==> config.mk <==
export PLATFORM = sky130hd
export DESIGN_NAME = mem_access_unit
export DESIGN_NICKNAME = d
export VERILOG_FILES = /design/src/rtl/mem_access_unit.sv
export SDC_FILE = /design/constraint.sdc
export NUM_CORES = 1
export LEC_CHECK = 0
export BUFFER_PORTS_ARGS = -buffer_cell sky130_fd_sc_hd__buf_2
export CAP_MARGIN = 20
export CORE_ASPECT_RATIO = 1.1
export CORE_MARGIN = 3
export CORE_UTILIZATION = 52
export DETAILED_ROUTE_END_ITERATION = 12
export PLACE_DENSITY = 0.92
export SYNTH_ARGS = -nofsm -noshare
export SYNTH_HDL_FRONTEND = slang
export SYNTH_SLANG_ARGS = --single-unit
==> constraint.sdc <==
create_clock -name clock -period 4.37 [get_ports clock]
set_clock_uncertainty 0.2 [all_clocks]
set_input_delay 0.874 -clock clock [delete_from_list [all_inputs] [get_ports clock]]
set_output_delay 0.874 -clock clock [all_outputs]
set_load 0.05 [all_outputs]
==> src/rtl/mem_access_unit.sv <==
// MEM-stage load/store initiator for a word-wide data memory.
// Sub-word stores are read-modify-write; the pipeline stalls until done.
module mem_access_unit #(
    parameter int ADDR_W = 10
) (
    input  logic              clock,
    input  logic              reset,
    input  logic              req_valid,
    input  logic              req_write,
    input  logic [1:0]        req_size,
    input  logic              req_signed,
    input  logic [31:0]       req_addr,
    input  logic [31:0]       req_wdata,
    output logic              stall,
    output logic              done,
    output logic              misaligned,
    output logic [31:0]       rdata,
    output logic [ADDR_W-1:0] mem_address,
    output logic [31:0]       mem_data_write,
    output logic              mem_write,
    input  logic [31:0]       mem_data_read
);

    typedef enum logic [2:0] {IDLE, RD, RD_CAP, WR, FIN} state_t;

    localparam logic [1:0] SIZE_BYTE = 2'b00;
    localparam logic [1:0] SIZE_HALF = 2'b01;
    localparam logic [1:0] SIZE_WORD = 2'b10;

    state_t             state, state_next;
    logic               write_q, signed_q, err_q;
    logic [1:0]         size_q, off_q;
    logic [31:0]        wdata_q, wbuf;
    logic [ADDR_W-1:0]  addr_q;
    logic               bad_req, word_store;
    logic [4:0]         lane_shift;
    logic [31:0]        lane_data, load_fmt, lane_mask, merged;
    logic               unused_addr_bits;

    assign unused_addr_bits = ^{req_addr[31:ADDR_W+2]};

    assign bad_req = (req_size == 2'b11)
                  || (req_size == SIZE_HALF && req_addr[0])
                  || (req_size == SIZE_WORD && req_addr[1:0] != 2'b00);
    assign word_store = req_write && (req_size == SIZE_WORD);

    // Lane extraction and merge work on the latched byte offset only.
    assign lane_shift = {off_q, 3'b000};
    assign lane_data  = mem_data_read >> lane_shift;

    always_comb begin
        load_fmt  = mem_data_read;
        lane_mask = 32'hFFFF_FFFF;
        case (size_q)
            SIZE_BYTE: begin
                load_fmt  = {{24{signed_q & lane_data[7]}}, lane_data[7:0]};
                lane_mask = 32'h0000_00FF << lane_shift;
            end
            SIZE_HALF: begin
                load_fmt  = {{16{signed_q & lane_data[15]}}, lane_data[15:0]};
                lane_mask = 32'h0000_FFFF << lane_shift;
            end
            default: ;
        endcase
        merged = (mem_data_read & ~lane_mask) | ((wdata_q << lane_shift) & lane_mask);
    end

    always_ff @(posedge clock or posedge reset) begin
        if (reset) state <= IDLE;
        else       state <= state_next;
    end

    // NOTE: every combinational output gets a default first, so no latch is inferred.
    always_comb begin
        state_next = state;
        case (state)
            IDLE: if (req_valid) begin
                if (bad_req)         state_next = FIN;
                else if (word_store) state_next = WR;
                else                 state_next = RD;
            end
            RD:      state_next = RD_CAP;
            RD_CAP:  state_next = write_q ? WR : FIN;
            WR:      state_next = FIN;
            FIN:     state_next = IDLE;
            default: state_next = IDLE;
        endcase
    end

    // NOTE: sequential state uses non-blocking assignments so all registers update together.
    always_ff @(posedge clock or posedge reset) begin
        if (reset) begin
            addr_q   <= '0;
            off_q    <= '0;
            size_q   <= '0;
            write_q  <= 1'b0;
            signed_q <= 1'b0;
            wdata_q  <= '0;
            err_q    <= 1'b0;
            wbuf     <= '0;
            rdata    <= '0;
        end else begin
            case (state)
                IDLE: if (req_valid) begin
                    addr_q   <= req_addr[ADDR_W+1:2];
                    off_q    <= req_addr[1:0];
                    size_q   <= req_size;
                    write_q  <= req_write;
                    signed_q <= req_signed;
                    wdata_q  <= req_wdata;
                    err_q    <= bad_req;
                    if (word_store && !bad_req) wbuf <= req_wdata;
                end
                RD_CAP: begin
                    if (write_q) wbuf  <= merged;
                    else         rdata <= load_fmt;
                end
                FIN:     err_q <= 1'b0;
                default: ;
            endcase
        end
    end

    // Strobe decoded from state so an asynchronous reset drops it immediately.
    assign mem_write      = (state == WR);
    assign mem_address    = addr_q;
    assign mem_data_write = wbuf;
    assign done           = (state == FIN);
    assign misaligned     = (state == FIN) && err_q;
    assign stall          = req_valid && !done;

endmodule

-- Yosys cells after proc, flatten, opt, wreduce, memory -nomap -nowiden
Cells that the tools add are included.
Widths: inputs -> output; s select.
- bits in registers: 116
- input bits: 103
- output and inout port bits: 78
- logic and storage cells: 64
- equality and inequality tests: 11
- shift-type cells: 4
- multiplexer cells: 13
- bitwise logic cells: 7
- reductions and logical operators: 19
- operator list (kind ; number):
    $pmux 32 s2 ; 3
    $mux 32 ; 3
    $and 32x32->32 ; 2
    $not 32->32 ; 1
    $or 32x32->32 ; 1
    $shl 16x5->32 const A ; 1
    $shl 32x5->32 ; 1
    $shl 8x5->32 const A ; 1
    $shr 32x5->16 ; 1
    $pmux 3 s4 ; 1
    $mux 3 ; 3
    $eq 3x2->1 const B ; 2
    $logic_and 1x1->1 ; 6
    $ne 2x2->1 const B ; 3
    $reduce_and 2->1 ; 3
    $reduce_bool 2->1 ; 3
    $eq 2x1->1 const B ; 2
    $eq 2x2->1 const B ; 2
    $reduce_and 4->1 ; 1
    $eq 3x1->1 const B ; 1
    $eq 3x3->1 const B ; 1
    $logic_not 3->1 ; 1
    $and 1x1->1 ; 2
    $logic_not 1->1 ; 2
    6 further kinds ; 7

-- Longest topological paths before layout
Gate-level depths: netlist of the first run.
- word-level depth: 9
- gate-level depth with buffers: 9
- gate-level depth less buffers: 4

-- Worst setup path before layout of the first run
No wires, ideal clock.
- path type: reg-to-output
- start point: register state[0]
- end point: output stall
- data arrival time: 2.385 ns
- required time: 3.296 ns
- path slack: 0.911 ns
- stages on the path, launching flop included: 4
- buffers on the path: 1
- path through: dfrtp_1 -> buf_2 -> nor3b_1 -> nor2b_1
- word-level cells in the longest chain between the ends: 3
- RTL lines (item ; RTL line ; source):
    from (decl) ; 30 ; state_t state, state_next;
    from (signal assigned) ; 70 ; else state <= state_next;
    $eq 3x3->1 ; 128 ; assign done = (state == FIN);
    via done ; 15 ; output logic done,
    $logic_not 1->1 ; 130 ; assign stall = req_valid && !done;
    $logic_and 1x1->1 ; 130 ;
    to (decl) ; 14 ; output logic stall,
The timed path passes the listed nets, and every way through them passes these cells.

-- Worst setup path in the final report of the first run
- start point: input req_addr[0]
- end point: register wbuf[13], in the netlist mem_data_write[13]
- word-level cells in the longest chain between the ends: 7
- elaborated cells between the ends (all ways): 9
- classes of those cells: eq/ne (1); reduce/logical (8)
- RTL lines (item ; RTL line ; source):
    from (decl) ; 12 ; input logic [31:0] req_addr,
    $reduce_bool 2->1 / $logic_and 1x1->1 (equally long branches) ; 44, 43 ;
    $logic_and 1x1->1 / $logic_or 1x1->1 (equally long branches) ; 44, 43 ;
    $logic_or 1x1->1 * ; 44 ; || (req_size == SIZE_WORD && req_addr[1:0] != 2'b00);
    $logic_not 1->1 * ; 112 ; if (word_store && !bad_req) wbuf <= req_wdata;
    $logic_and 1x1->1 * ; 112 ;
    $ne 2x2->1 (no source line) * ; - ;
    $reduce_and 4->1 (no source line) * ; - ;
    to (signal assigned) ; 112 ;
    to (signal assigned) ; 115 ; if (write_q) wbuf <= merged;
    to (decl) ; 33 ; logic [31:0] wdata_q, wbuf;
Every way passes the cells marked *; elsewhere a longest branch is shown, timed or not.
A chain may end at the register's enable or synchronous reset.

==> results of run 1 <==
## power breakdown
| part | internal (mW) | total, mW | switching, mW |
|---|---|---|---|
| clock network | 0.839 | 1.36 | 0.524 |
| logic | 1.26 | 4.00 | 2.74 |
| registers | 1.60 | 2.03 | 0.428 |
| total | 3.71 | 7.40 | 3.69 |
## cell families (layout without fill, tap and decap cells)
logic type	count (synthesis)	in the layout	share of synthesized area, %
AO/OA/AOI/OAI	191	191	21.5
other	0	3	0
flip-flops	116	116	47.2
buffers and inverters	64	214	4.74
multiplexers	75	75	15.1
AND/OR/NAND/NOR	151	151	11.4
## layout by cell type, fill, tap and decap left out, types with 15 or more instances in the layout
| cell | count |
|---|---|
| sky130_fd_sc_hd__nand3_1 | 16 |
| sky130_fd_sc_hd__o31ai_1 | 31 |
| sky130_fd_sc_hd__a21oi_1 | 30 |
| sky130_fd_sc_hd__buf_2 | 160 |
| sky130_fd_sc_hd__a211oi_1 | 15 |
| sky130_fd_sc_hd__clkbuf_16 | 17 |
| sky130_fd_sc_hd__nor2_1 | 49 |
| sky130_fd_sc_hd__dfrtp_1 | 115 |
| sky130_fd_sc_hd__mux2_2 | 54 |
| sky130_fd_sc_hd__nand2_1 | 48 |
| sky130_fd_sc_hd__o21ai_0 | 36 |
## per-stage QoR
| stage | area (µm²) | total power [mW] |
|---|---|---|
| after CTS | 7550 | 7.31 |
| final | 7580 | 7.40 |
| after floorplan | 6150 | 5.00 |
| after detailed placement | 6970 | 5.90 |
| after global placement | 6970 | 5.77 |
| after global routing | 7580 | 7.74 |
## state kept, by name, summed over array words and instances, names as in the netlist
register        cells
wdata_q            32
signed_q            1
off_q               2
err_q               1
rdata              32
mem_address        10
mem_data_write     32
size_q              2
state               3
write_q             1
## metal layers
metal,up-vias,part of all wire [%]
li1,2502,-
met1,2788,37
met2,474,46
met3,120,11
met4,0,6.5
met5,-,0
## path summary, 6_finish.rpt
path,start,end,slack (ns),depth (start not counted)
worst max-delay path,req_addr[0],mem_data_write[13],1.49,5
worst min-delay path,rdata[2],rdata[2],0.27,2
worst max register to register,size_q[1],mem_data_write[13],1.56,5
worst min register to register,rdata[2],rdata[2],0.27,2
max in group asynchronous,reset,rdata[27],2.60,3
min in group asynchronous,reset,err_q,0.47,2
## critical path, delay by kind of cell
| kind | cells | cell delay (ns) |
|---|---|---|
| buffers and inverters | 1 | 0.12 |
| and+or+nand+nor | 2 | 0.98 |
| AOI/OAI and AO/OA | 2 | 0.98 |
## area by class of cell
| cell class | count | area share (%) |
|---|---|---|
| inverter | 12 | 0.627 |
| antenna | 3 | 0.0990 |
| clock buffer | 17 | 5.61 |
| timing repair buffer | 170 | 11.7 |
| sequential | 116 | 38.3 |
| clock inverter | 15 | 2.10 |
| tap | 150 | 2.48 |
| multi-input combinational | 417 | 39.1 |
==> metrics.yaml, run 1 <==
sta:
  unrepaired_setup_endpoints_after_global_routing: "false"
  max_slew_margin_pct: 36.6
  finalWorstPathRequiredPeriod_ns: 2.88
  report.final.slew_viol_count: 0
  transition_time_of_the_tightest_slew_check_pin_ns: 0.950
  worst_hold_slack_ns: 0.272
  setup_viol: 0
  clock.fmax_mhz: 348
  final_critical_path_setup_slack_ns: 1.49
  finalHoldViolations: 0
  period_share_pct: 65.8
  setup_tns_ns: 0
global_route:
  antenna_violations_before_repair: 3
  first_global_vias: 5651
  global_route.usage.total_pct: 29.9
  met1_track_utilization_from_global_routing_pct: 38.5
  grt_overflow_total: 0
  globalRouteMet3Util_pct: 7.26
  grt_util_met2_pct: 45.9
  grt_pass1_wl_mm: 29.9
  global_route.peak_usage_layer: "met2"
  pin_count_of_the_biggest_net_entering_global_routing: 76
synth:
  synth_register_bits: 116
  netlist-cell-type-count: 43
  synthesis.nets: 700
  yosysSeqAreaShare_pct: 47.2
  synth_enable_flop_cells: 0
  synthCells: 597
  yosys-top-cells-count: "sky130_fd_sc_hd__dfrtp_1, sky130_fd_sc_hd__mux2_2, sky130_fd_sc_hd__nor2_1"
  cell_area_after_synthesis_um2: 6150
  synth_top_area_share_pct: 47.2
  syn_area_per_cell_um2: 10.3
  ys_async_sr_fraction_pct: 100
  ys.flop_type: "sky130_fd_sc_hd__dfrtp_1"
  yosysMostFrequentCell: "sky130_fd_sc_hd__dfrtp_1"
  synth.area.top_cells: "sky130_fd_sc_hd__dfrtp_1, sky130_fd_sc_hd__mux2_2, sky130_fd_sc_hd__o31ai_1, sky130_fd_sc_hd__mux4_2, sky130_fd_sc_hd__nor2_1"
  synth_warnings: 0
  netlist.top_cell.by_area: "sky130_fd_sc_hd__dfrtp_1"
route:
  drc: 0
  detail_route.iter0.violations: 778
  detailed_route_wire_length_per_cell_um: 21.9
  finalWirelength_mm: 19.7
  drt.antenna.violating_nets: 0
  num_vias: 5884
  vias_per_cell: 6.54
  drt_pre_antenna_iters: 6
die:
  dieArea_um2: 13200
  number_of_ports_placed_on_the_die_boundary: 181
  starting_density_of_the_core_pct: 53.5
  die_y_um: 120
  core_region_area_um2: 11500
  fp.dieW_um: 110
  rows: 41
placement:
  gp_congestion: 0.915
  place_inst: 864
  io_buffer_count: 160
  preCtsSetupSlack_ns: 1.23
  sum_of_net_half_perimeters_after_detailed_placement_mm: 13.5
setup_path:
  worst-path-max-fanout: 23
  worstSetupPathType: "in2reg"
  critical-path-slowest-cell: "sky130_fd_sc_hd__nand2_1"
  cp_slowest_stage_delay_ns: 0.61
  cp_data_required_time_ns: 4.46
  cp-end-kind: "flop"
  cell_by_cell_listing_of_the_critical_path: "buf_2 -> nor3_1 -> a41o_1 -> nand2_1 -> o31ai_1"
  critical_path_arrival_ns: 2.96
  critPathLaunchType: "input pin"
power:
  vdd_ir_drop_max_v: 0.000527
  power.leakage_nw: 3.43
  powerDensity_nw_per_um2: 976
clock_network:
  cts.clk_slew.worst_paths_ns: 0.06
  tritoncts: "done"
  numCtsBuffers: 17
  clkSinkCount: 116
  clockRootBuffer: "sky130_fd_sc_hd__clkbuf_16"
  cts.repair_timing.setup_buffer_count: 0
  clock_insertion_delay_worst_skew_ns: 0.42
  holdBufCountCts: 0
  cts_repair_resize_count: 0
  htree_num_levels: 4
  cts-root-to-sink-buffers: 2
cells_and_area:
  layout.filler_cells: 873
  design.final.nets: 837
  multiInputGateArea_um2: 2960
  flow.area_growth_from_synthesis_pct: 23.2
  post_layout_nonfiller_instances: 900
  final_util_pct: 66.0
  post_route_cells_drive_above_1_share_pct: 36.9
  sequential_cell_area_um2: 2900
hold_path:
  min-delay-path-class: "reg2reg"
job:
  max_cap_viols: 0
outcome:
  result_of_the_run: "finished clean"
No activity file was read; power rests on OpenSTA's default activity.
==> inputs of run 2 (changes only) <==
--- a/config.mk
+++ b/config.mk
@@ -9,9 +9,9 @@
 export CAP_MARGIN = 20
 export CORE_ASPECT_RATIO = 1.1
 export CORE_MARGIN = 3
-export CORE_UTILIZATION = 52
+export CORE_UTILIZATION = 47
 export DETAILED_ROUTE_END_ITERATION = 12
-export PLACE_DENSITY = 0.92
+export PLACE_DENSITY = 0.89
 export SYNTH_ARGS = -nofsm -noshare
 export SYNTH_HDL_FRONTEND = slang
 export SYNTH_SLANG_ARGS = --single-unit
==> constraint.sdc (replaced) <==
create_clock -name clock -period 2.63 [get_ports clock]
set_clock_uncertainty 0.2 [all_clocks]
set_input_delay 0.526 -clock clock [delete_from_list [all_inputs] [get_ports clock]]
set_output_delay 0.526 -clock clock [all_outputs]
set_load 0.05 [all_outputs]
==> run 2 against run 1 <==
  * Sequential share of layout area shrank 1.1 points
  * Final area grew 2.9%
  * Routed wire length shrank 0.17%
  * First-iteration DRC count shrank 3.9%
  * Global-route usage shrank 2.5 points
  * Non-clock buffer count grew 16
  * Via count shrank 0.59%
  * Count of clock-buffer cells in the layout grew 6
  * Critical path depth shrank 1
  * Critical path type is now reg2reg
  * Largest power group unchanged
==> metrics.yaml, run 2 (synthesis gave the netlist of run 1 again) <==
clock_network:
  cts.repair_timing.setup_buffer_count: 0
  cts.clk_slew.worst_paths_ns: 0.05
  clkSinkCount: 116
  clock_insertion_delay_worst_skew_ns: 0.43
  htree_num_levels: 4
  cts-root-to-sink-buffers: 2
  numCtsBuffers: 17
  tritoncts: "done"
  clockRootBuffer: "sky130_fd_sc_hd__clkbuf_16"
setup_path:
  cell_by_cell_listing_of_the_critical_path: "or3b_2 -> a41oi_1 -> o21ai_0 -> a31oi_1"
  worst-r2r-setup-slack_ns: 0.27
  timing.rr.end: "mem_data_write[17]"
  startpoint: "state[0]"
  cp-end-kind: "flop"
  rr_startpoint: "state[0]"
  worst_path_dominant_cell_family: "simple AND/OR/NAND/NOR gates"
  critical_path.n_buffers_inverters: 0
  critical_path_arrival_ns: 2.50
  critPathLaunchType: "flop"
  cp_slowest_stage_delay_ns: 0.81
  cp_data_required_time_ns: 2.77
  critical-path-slowest-cell: "sky130_fd_sc_hd__or3b_2"
  worst-path-max-fanout: 33
  crit_end: "mem_data_write[17]"
  worstRegToRegCells: 4
  critical_path_depth: 4
  worstSetupPathType: "reg2reg"
route:
  drc: 0
  drt_pre_antenna_iters: 5
  detail_route.iter0.violations: 748
  route.top_layer_used: "met4"
  num_vias: 5849
  detailed_route_wire_length_per_cell_um: 21.4
  met2_wirelength_mm: 9.38
  route.met3.wl_mm: 2.05
  drt-met1-wl_mm: 7.39
  drt.antenna.violating_nets: 0
  finalWirelength_mm: 19.7
  vias_per_cell: 6.35
global_route:
  pin_count_of_the_biggest_net_entering_global_routing: 83
  global_route.usage.total_pct: 27.5
  first_global_vias: 5642
  antenna_violations_before_repair: 1
  grt_pass1_wl_mm: 30.5
  grt_overflow_total: 0
sta:
  period_share_pct: 89.8
  finalHoldViolations: 0
  finalWorstPathRequiredPeriod_ns: 2.36
  report.final.slew_viol_count: 0
  setup_tns_ns: 0
  unrepaired_setup_endpoints_after_global_routing: "false"
  transition_time_of_the_tightest_slew_check_pin_ns: 0.834
  clock.fmax_mhz: 423
  max_slew_margin_pct: 44.2
  setup_viol: 0
die:
  die_y_um: 126
  starting_density_of_the_core_pct: 48.5
  rows: 43
  dieArea_um2: 14500
  number_of_ports_placed_on_the_die_boundary: 181
  core_region_area_um2: 12700
  fp.dieW_um: 115
power:
  pwr-share-clk_pct: 20.5
  p_sw_share_pct: 47.6
  power.leakage_nw: 3.57
  vdd_ir_drop_max_v: 0.000881
  power.sequential.fraction_pct: 26.0
  internal_power_mw: 6.66
  share_comb_of_total_power_pct: 53.6
  powerDensity_nw_per_um2: 1630
  total_switching_power_mw: 6.05
job:
  max_cap_viols: 0
cells_and_area:
  flow.area_growth_from_synthesis_pct: 26.8
  post_route_cells_drive_above_1_share_pct: 38.0
  mostFrequentLayoutCells: "sky130_fd_sc_hd__buf_2, sky130_fd_sc_hd__dfrtp_1, sky130_fd_sc_hd__mux2_2"
  post_layout_nonfiller_instances: 921
  design.final.nets: 853
  mostFrequentLayoutCell: "sky130_fd_sc_hd__buf_2"
placement:
  gp_congestion: 0.891
  place_inst: 887
  sum_of_net_half_perimeters_after_detailed_placement_mm: 13.7
  io_buffer_count: 160
outcome:
  result_of_the_run: "finished clean"
hold_path:
  hold_path.startpoint: "req_addr[11]"
  min-delay-path-class: "in2reg"
run 2: cell count changes in the layout (fill, tap and decap cells not counted):
cell,delta
sky130_fd_sc_hd__diode_2,-2
sky130_fd_sc_hd__inv_4,-1
sky130_fd_sc_hd__buf_12,+1
sky130_fd_sc_hd__clkbuf_1,+2
sky130_fd_sc_hd__clkinvlp_4,-4
sky130_fd_sc_hd__inv_6,-1
sky130_fd_sc_hd__buf_4,+14
sky130_fd_sc_hd__clkbuf_8,+4
sky130_fd_sc_hd__nor3b_1,-1
sky130_fd_sc_hd__dlygate4sd3_1,+1
sky130_fd_sc_hd__nor3b_2,+1
sky130_fd_sc_hd__bufinv_16,+3
sky130_fd_sc_hd__clkinv_4,-4
sky130_fd_sc_hd__clkinv_2,+1
run 2: worst min path at each step:
| stage | depth (start not counted) | endpoint |
|---|---|---|
| finish | 2 | mem_address[9] |
| floorplan | 2 | err_q |
| global route | 2 | mem_address[8] |
| detailed placement | 2 | mem_address[0] |
| global placement | 2 | mem_address[0] |
| CTS | 2 | mem_address[7] |
run 2: per-stage QoR:
step | setup slack, ns | hold WS [ns] | util (%) | cell area [µm²] | power [mW]
after global routing | 0.149 | 0.130 | 61.5 | 7800 | 13.3
after CTS | 0.293 | 0.126 | 61.4 | 7800 | 12.6
after floorplan | 0.119 | 0.240 | - | 6160 | 8.31
final | 0.268 | 0.130 | 61.5 | 7800 | 12.7
after detailed placement | 0.211 | 0.233 | 56.2 | 7130 | 9.97
after global placement | 0.276 | 0.228 | 56.1 | 7120 | 9.76
run 2: power by group through the flow:
stage	combinational (mW)	sequential, mW	clock (mW)
after floorplan	3.32	4.99	0
after CTS	6.74	3.28	2.61
after global routing	7.24	3.40	2.70
final	6.81	3.30	2.60
after detailed placement	6.68	3.29	0
after global placement	6.52	3.24	0
run 2: layout make-up:
| cell class | count | area, µm² |
|---|---|---|
| timing repair buffer | 186 | 1020 |
| clock inverter | 9 | 173 |
| antenna | 1 | 2.50 |
| fill | 1040 | 4890 |
| tap | 157 | 196 |
| clock buffer | 23 | 488 |
| inverter | 12 | 48.8 |
| sequential | 116 | 2900 |
| multi-input combinational | 417 | 2970 |
run 2: routing by layer:
layer	GRT usage [%]	up-vias
met3	8.27	73
met5	0	-
met4	13.4	0
met2	42.1	428
met1	35.4	2816
li1	-	2532
run 2: what timing repair did:
item,CTS,global route
hold buffers,1,0
hold endpoints to repair,3,0
gates resized for setup,0,0
